`src/rtl/prm_obs_sweep_ctrl.sv`:
```
// Obstacle sweep initiator: feeds voxel codes to the edge-checker bank and ORs the returned masks into a readable bitmap.
// Optional PRM_SWEEP_CNT_EN adds accepted-code and blocked-edge counters.
module prm_obs_sweep_ctrl #(
  parameter int unsigned CODE_W    = 15,
  parameter int unsigned NUM_EDGES = 1024,
  parameter int unsigned WORD_W    = 32,
  parameter int unsigned CHK_LAT   = 1,
  localparam int unsigned NUM_WORDS = NUM_EDGES / WORD_W,
  localparam int unsigned ADDR_W    = (NUM_WORDS > 1) ? $clog2(NUM_WORDS) : 1,
  localparam int unsigned CNT_W     = $clog2(NUM_EDGES) + 1
) (
  input  logic                 clk,
  input  logic                 rst,
  input  logic                 start,
  input  logic                 code_valid,
  output logic                 code_ready,
  input  logic [CODE_W-1:0]    code_data,
  input  logic                 code_last,
  output logic [CODE_W-1:0]    chk_code,
  input  logic [NUM_EDGES-1:0] chk_mask,
  output logic                 busy,
  output logic                 done,
  input  logic [ADDR_W-1:0]    rd_addr,
  output logic [WORD_W-1:0]    rd_data
`ifdef PRM_SWEEP_CNT_EN
  ,
  output logic [15:0]          code_cnt,
  output logic [CNT_W-1:0]     blk_cnt
`endif
);

  typedef enum logic [1:0] {
    S_IDLE,
    S_SWEEP,
    S_DRAIN,
    S_DONE
  } state_e;

  state_e                           state_q, state_d;
  logic [CHK_LAT-1:0]               vld_q, vld_d;
  logic [NUM_WORDS-1:0][WORD_W-1:0] bmp_q, bmp_d;
  logic [CODE_W-1:0]                chk_code_q, chk_code_d;
  logic [WORD_W-1:0]                rd_data_q, rd_data_d;
  logic                             code_ready_q, code_ready_d;
  logic                             busy_q, busy_d;
  logic                             done_q, done_d;
  logic                             accept;
  logic                             start_acc;

  assign accept    = code_valid & code_ready_q;
  assign start_acc = start & (state_q == S_IDLE);

  // Next-state and registered-output logic.
  always_comb begin
    state_d    = state_q;
    vld_d      = CHK_LAT'({vld_q, accept});
    bmp_d      = bmp_q;
    chk_code_d = chk_code_q;
    rd_data_d  = bmp_q[rd_addr];

    // A token leaving the pipeline means chk_mask now reflects that token's code.
    if (vld_q[CHK_LAT-1]) begin
      bmp_d = bmp_q | chk_mask;
    end

    unique case (state_q)
      S_IDLE: begin
        if (start_acc) begin
          state_d = S_SWEEP;
          bmp_d   = '0;
        end
      end
      S_SWEEP: begin
        if (accept) begin
          chk_code_d = code_data;
          if (code_last) begin
            state_d = S_DRAIN;
          end
        end
      end
      S_DRAIN: begin
        if (vld_q == '0) begin
          state_d = S_DONE;
        end
      end
      S_DONE: begin
        state_d = S_IDLE;
      end
      default: begin
        state_d = S_IDLE;
      end
    endcase

    code_ready_d = (state_d == S_SWEEP);
    busy_d       = (state_d == S_SWEEP) || (state_d == S_DRAIN);
    done_d       = (state_d == S_DONE);
  end

  always_ff @(posedge clk or posedge rst) begin
    if (rst) begin
      state_q      <= S_IDLE;
      vld_q        <= '0;
      bmp_q        <= '0;
      chk_code_q   <= '0;
      rd_data_q    <= '0;
      code_ready_q <= 1'b0;
      busy_q       <= 1'b0;
      done_q       <= 1'b0;
    end else begin
      state_q      <= state_d;
      vld_q        <= vld_d;
      bmp_q        <= bmp_d;
      chk_code_q   <= chk_code_d;
      rd_data_q    <= rd_data_d;
      code_ready_q <= code_ready_d;
      busy_q       <= busy_d;
      done_q       <= done_d;
    end
  end

  assign code_ready = code_ready_q;
  assign chk_code   = chk_code_q;
  assign busy       = busy_q;
  assign done       = done_q;
  assign rd_data    = rd_data_q;

`ifdef PRM_SWEEP_CNT_EN
  logic [15:0]      code_cnt_q, code_cnt_d;
  logic [CNT_W-1:0] blk_cnt_q, blk_cnt_d;

  // Saturating accept counter; popcount trails the bitmap by one cycle.
  always_comb begin
    code_cnt_d = code_cnt_q;
    if (start_acc) begin
      code_cnt_d = '0;
    end else if (accept && (code_cnt_q != 16'hFFFF)) begin
      code_cnt_d = code_cnt_q + 16'd1;
    end
    blk_cnt_d = CNT_W'($countones(bmp_q));
  end

  always_ff @(posedge clk or posedge rst) begin
    if (rst) begin
      code_cnt_q <= '0;
      blk_cnt_q  <= '0;
    end else begin
      code_cnt_q <= code_cnt_d;
      blk_cnt_q  <= blk_cnt_d;
    end
  end

  assign code_cnt = code_cnt_q;
  assign blk_cnt  = blk_cnt_q;
`endif

endmodule

```
`config.mk`:
```
export PLATFORM = sky130hd
export DESIGN_NAME = prm_obs_sweep_ctrl
export DESIGN_NICKNAME = d
export VERILOG_FILES = /design/src/rtl/prm_obs_sweep_ctrl.sv
export SDC_FILE = /design/constraint.sdc
export NUM_CORES = 2
export LEC_CHECK = 0
export CORE_AREA = 4 4 426 428
export CTS_CLUSTER_SIZE = 16
export DETAILED_ROUTE_END_ITERATION = 7
export DIE_AREA = 0 0 430 432
export HOLD_SLACK_MARGIN = 0.1
export PLACE_DENSITY_LB_ADDON = 0.05
export RECOVER_POWER = 100
export SYNTH_ARGS = -nofsm -noshare
export SYNTH_HDL_FRONTEND = slang
export SYNTH_SLANG_ARGS = --single-unit
export TNS_END_PERCENT = 5
```
`constraint.sdc`:
```
create_clock -name clk -period 38.7 [get_ports clk]
set_input_delay 3.87 -clock clk [delete_from_list [all_inputs] [get_ports clk]]
set_output_delay 3.87 -clock clk [all_outputs]
set_load 0.01 [all_outputs]
```
======== After elaboration in Yosys (flattened, before gate mapping) ========
Cells that the tools add are included.
cells by class
  add/subtract/negate cells ............... 0
  reductions and logical operators ........ 3
  $mul .................................... 0
  eq/ne operators ......................... 6
  muxes and demuxes ....................... 10
  bitwise logic cells ..................... 3
  $lt $le $gt $ge ......................... 1
  div/mod/pow operators ................... 0
  shift-type cells ........................ 0
operators by type and width
  kind                                                  count
  2-to-1 mux 1024 bit                                   3
  bitwise OR 1024 bit                                   1
  binary-select mux 32 bit (select 5 bit)               1
  2-to-1 mux 32 bit                                     1
  equality test 2 bit (second input constant)           4
  2-to-1 mux 2 bit                                      4
  one-hot mux 2 bit (4 select lines)                    1
  < comparator 5 x 6 -> 1 bit (second input constant)   1
  equality test 2 x 1 -> 1 bit (second input constant)  2
  bitwise AND 1 bit                                     2
  zero test 2 bit                                       1
  AND reduction 2 bit                                   1
  logical OR 1 bit                                      1
word-level totals
  input bits .............................. 1,049
  memories kept ........................... 0
  ROM bits ................................ 0
  latch bits .............................. 0
  register bits ........................... 1,077
  word-level logic and storage cells ...... 62
  RAM bits ................................ 0

======== Logic depth before layout (Yosys ltp) ========
  depth in word-level cells ............... 6
  depth in mapped cells ................... 8
  depth with buffers taken out ............ 5

======== Worst setup path before layout ========
No wires, ideal clock.
  path kind ............................... input -> register
  start point ............................. in rd_addr[1]
  end point ............................... reg rd_data_q[25], in the netlist rd_data[25]
  buffers on the path ..................... 4
  cell stages on the path ................. 8
  required time ........................... 38.571 ns
  setup slack ............................. 33.627 ns
  data arrival time ....................... 4.944 ns
  cell sequence ........................... buf_4 > buf_6 > buf_6 > buf_6 > mux2i_1 > a22oi_1 > a31oi_1 > nand3_1
on the way
  longest elaborated chain between the ends .. 2
RTL lines
  element                                  line  source
  start, declared                          23    input logic [ADDR_W-1:0] rd_addr,
  binary-select mux 32 bit (select 5 bit)  59    rd_data_d = bmp_q[rd_addr];
  2-to-1 mux 32 bit (not written as such)  59
  named net rd_data_d[25]                  43    logic [WORD_W-1:0] rd_data_q, rd_data_d;
  end signal, assigned                     114   rd_data_q <= rd_data_d;
  end, declared                            43
The timed path passes the listed nets, and every way through them passes these cells. The select of a mux whose other input is x is not followed.
A chain may end at the register's enable or synchronous reset.

======== Final worst setup path ========
  start point ............................. in rd_addr[1]
  end point ............................... reg rd_data_q[29], in the netlist rd_data[29]
The elaborated chain is that of the path after synthesis.

==> run summary <==
RSZ-0062 raised after global routing -> no
FP Rows -> 155
DP HPWL -> 172 mm
Required @ worst endpoint -> 39.35 ns
Final Slew Violations -> 2629
Post-synth top area share -> 0.585
CTS Buf Count -> 137
Initial antenna violation count -> 201
Final Hold Viols -> 0
Core Area -> 0.178 mm2
Seq/Total Area, Yosys -> 0.585
Status -> complete, but fails checks
Syn Std Cell Area -> 0.0461 mm2
Pwr dens -> 73.0 mW/mm2
Via Count -> 39200
Synthesized flop and latch total -> 1077
Leakage -> 28.2 nW
DP Cell Count -> 7698
Post-DRT Antenna Nets -> 0
Area leader, netlist -> dfrtp_1
Hold Crit Class -> reg -> reg
Placer congestion estimate -> 0.831
Hold_buf cts -> 0
Setup TNS -> 0 ns
Failing checks -> capacitance limit, slew limit
TritonCTS clock tree -> done
Measured slew at the worst slew-check pin -> 9.61 ns
DP Area -> 0.0588 mm2
Final Setup Violations -> 0
Post-Layout Cell Count -> 8022
Clk Latency, worst-skew pair -> 0.79 ns
Gr ovfl total -> 0
Net count, final -> 6532
CTS Sinks -> 1077
CP Class -> in -> reg
First-pass GRT wire length -> 328 mm
Post-CTS Setup Bufs -> 0
Util after Layout -> 0.356
DRC Markers -> 0
Port bufs -> 1098
Area grow syn2layout -> 37.4%
Final period utilization -> 0.529
Minimum clock period -> 20.48 ns
Reg clk slew, reported paths -> 0.06 ns
Routed WL -> 237 mm
YS warnings -> 0
CTS root buffer -> clkbuf_16
Vias per inst -> 4.89
Data arrival time at the worst-slack endpoint -> 21.13 ns
Worst Path Max Fanout -> 106
Vias in the first global route -> 40500
Post-synth net total -> 5593
Post-cts sizing count -> 0
Critical path launch point type -> primary input
Peak supply drop -> 43.9 uV
Post-route cell area -> 0.0633 mm2
Wire per inst -> 29.6 um
Ranking of synthesized cells by area -> dfrtp_1, a21oi_1, mux2i_1
Max transition margin -> -5.41
Mapped Cells -> 4543
Share of cells above drive strength 1 -> 0.0473
Largest net degree at the start of global routing -> 210
Die H -> 432 um
Initial Util -> 0.259
Die ar. -> 0.186 mm2
Initial DRT Pass Iterations -> 5
IO Pins -> 1099
Commonest non-fill, non-tap cells in the layout -> a21oi_1, dfrtp_1, clkdlybuf4s50_1
Chip Width -> 430 um
Most common cell after layout, fill and taps aside -> a21oi_1
GRT Total Usage -> 0.249
Synth cell types -> 25
Iter 0 DRT Violations -> 2964
Max_cap viols -> 31
Syn Area/Cell -> 10.1 um2
H-tree levels -> 4
Longest Clk Path Bufs -> 3
Clock Skew -> 0.0285 ns
Critical path endpoint category -> register
FMAX -> 0.0488 GHz
==> cell type report <==
class / count / area (um2)
sequential: 1077 / 27000
clock inverter: 35 / 333
clock buffer: 209 / 4170
fill: 18200 / 115000
tap: 2355 / 2950
timing repair buffer: 1156 / 11300
inverter: 3 / 12.5
multi-input combinational: 3107 / 17400
antenna: 80 / 200
==> path summary, 6_finish.rpt <==
check,startpoint,end,slack [ns],cells past startpoint
worst min register to register,bmp_q[1009],bmp_q[1009],0.49,2
max in group asynchronous,rst,bmp_q[316],19.94,4
worst min-delay path,bmp_q[1009],bmp_q[1009],0.49,2
worst max-delay path,rd_addr[1],rd_data[29],18.22,8
worst max register to register,state_q[1],bmp_q[311],25.58,6
min in group asynchronous,rst,bmp_q[619],5.08,2
==> critical path: stages <==
cell	delay [ns]
clkbuf_1	3.73
clkbuf_1	3.38
clkbuf_1	6.54
clkbuf_1	2.17
mux2i_1	0.34
a22oi_1	0.18
a31oi_1	0.52
nand3_1	0.12
==> Yosys cell counts <==
library cell,count
nor3b_1,1
nor2_1,1026
buf_1,33
nand2b_1,3
buf_2,126
nor3_1,32
buf_4,24
mux2i_1,512
a22oi_1,96
a22o_1,64
ha_1,1
clkbuf_1,149
a21oi_1,1120
dfrtp_1,1077
a31oi_1,32
or2_2,1
and2_1,3
clkbuf_4,2
nand3_1,97
buf_6,22
nor2b_1,3
mux2_2,15
nand2_1,99
a211o_1,2
inv_1,3
==> sequential cells by signal, summed over array words and instances, names as in the netlist <==
| name | cells |
|---|---|
| bmp_q | 1024 |
| rd_data | 32 |
| chk_code | 15 |
| state_q | 2 |
| busy | 1 |
| code_ready | 1 |
| done | 1 |
| vld_q | 1 |
==> per-stage QoR <==
stage / setup slack, ns / power [mW] / hold slack (ns)
6_report: 18.22 / 4.62 / 0.487
5_1_grt: 17.13 / 4.94 / 0.506
4_1_cts: 31.07 / 4.65 / 0.496
3_5_place_dp: 30.19 / 3.32 / 0.481
3_3_place_gp: 30.26 / 3.31 / 0.473
2_1_floorplan: 4.51 / 2.74 / 0.462
==> metal layers <==
metal | global-route usage | routed length (um) | up-vias | part of all wire
met3 | 0.0539 | 11900 | 484 | 0.050
met4 | 0.110 | 9690 | 44 | 0.041
li1 | - | - | 17800 | -
met2 | 0.418 | 117000 | 1241 | 0.49
met1 | 0.308 | 98200 | 19700 | 0.41
met5 | 0 | 299 | - | 0.0013
==> cells by family (layout without fill, tap and decap cells) <==
logic type      after synthesis  count (layout)  share of synthesized area
compound gates             1314            1314                      0.154
fa+ha+maj                     1               1                   0.000272
buf+inv                     359            1403                     0.0384
flops                      1077            1077                      0.585
mux                         527             527                      0.115
other cells                   0              80                          0
simple gates               1265            1265                      0.107
==> power by group <==
group / switching (mW) / internal (mW) / total [mW]
clock network: 0.532 / 0.767 / 1.30
registers: 0.328 / 1.65 / 1.98
logic: 0.779 / 0.565 / 1.34
Note: power is estimated with default switching activity, not from simulation.
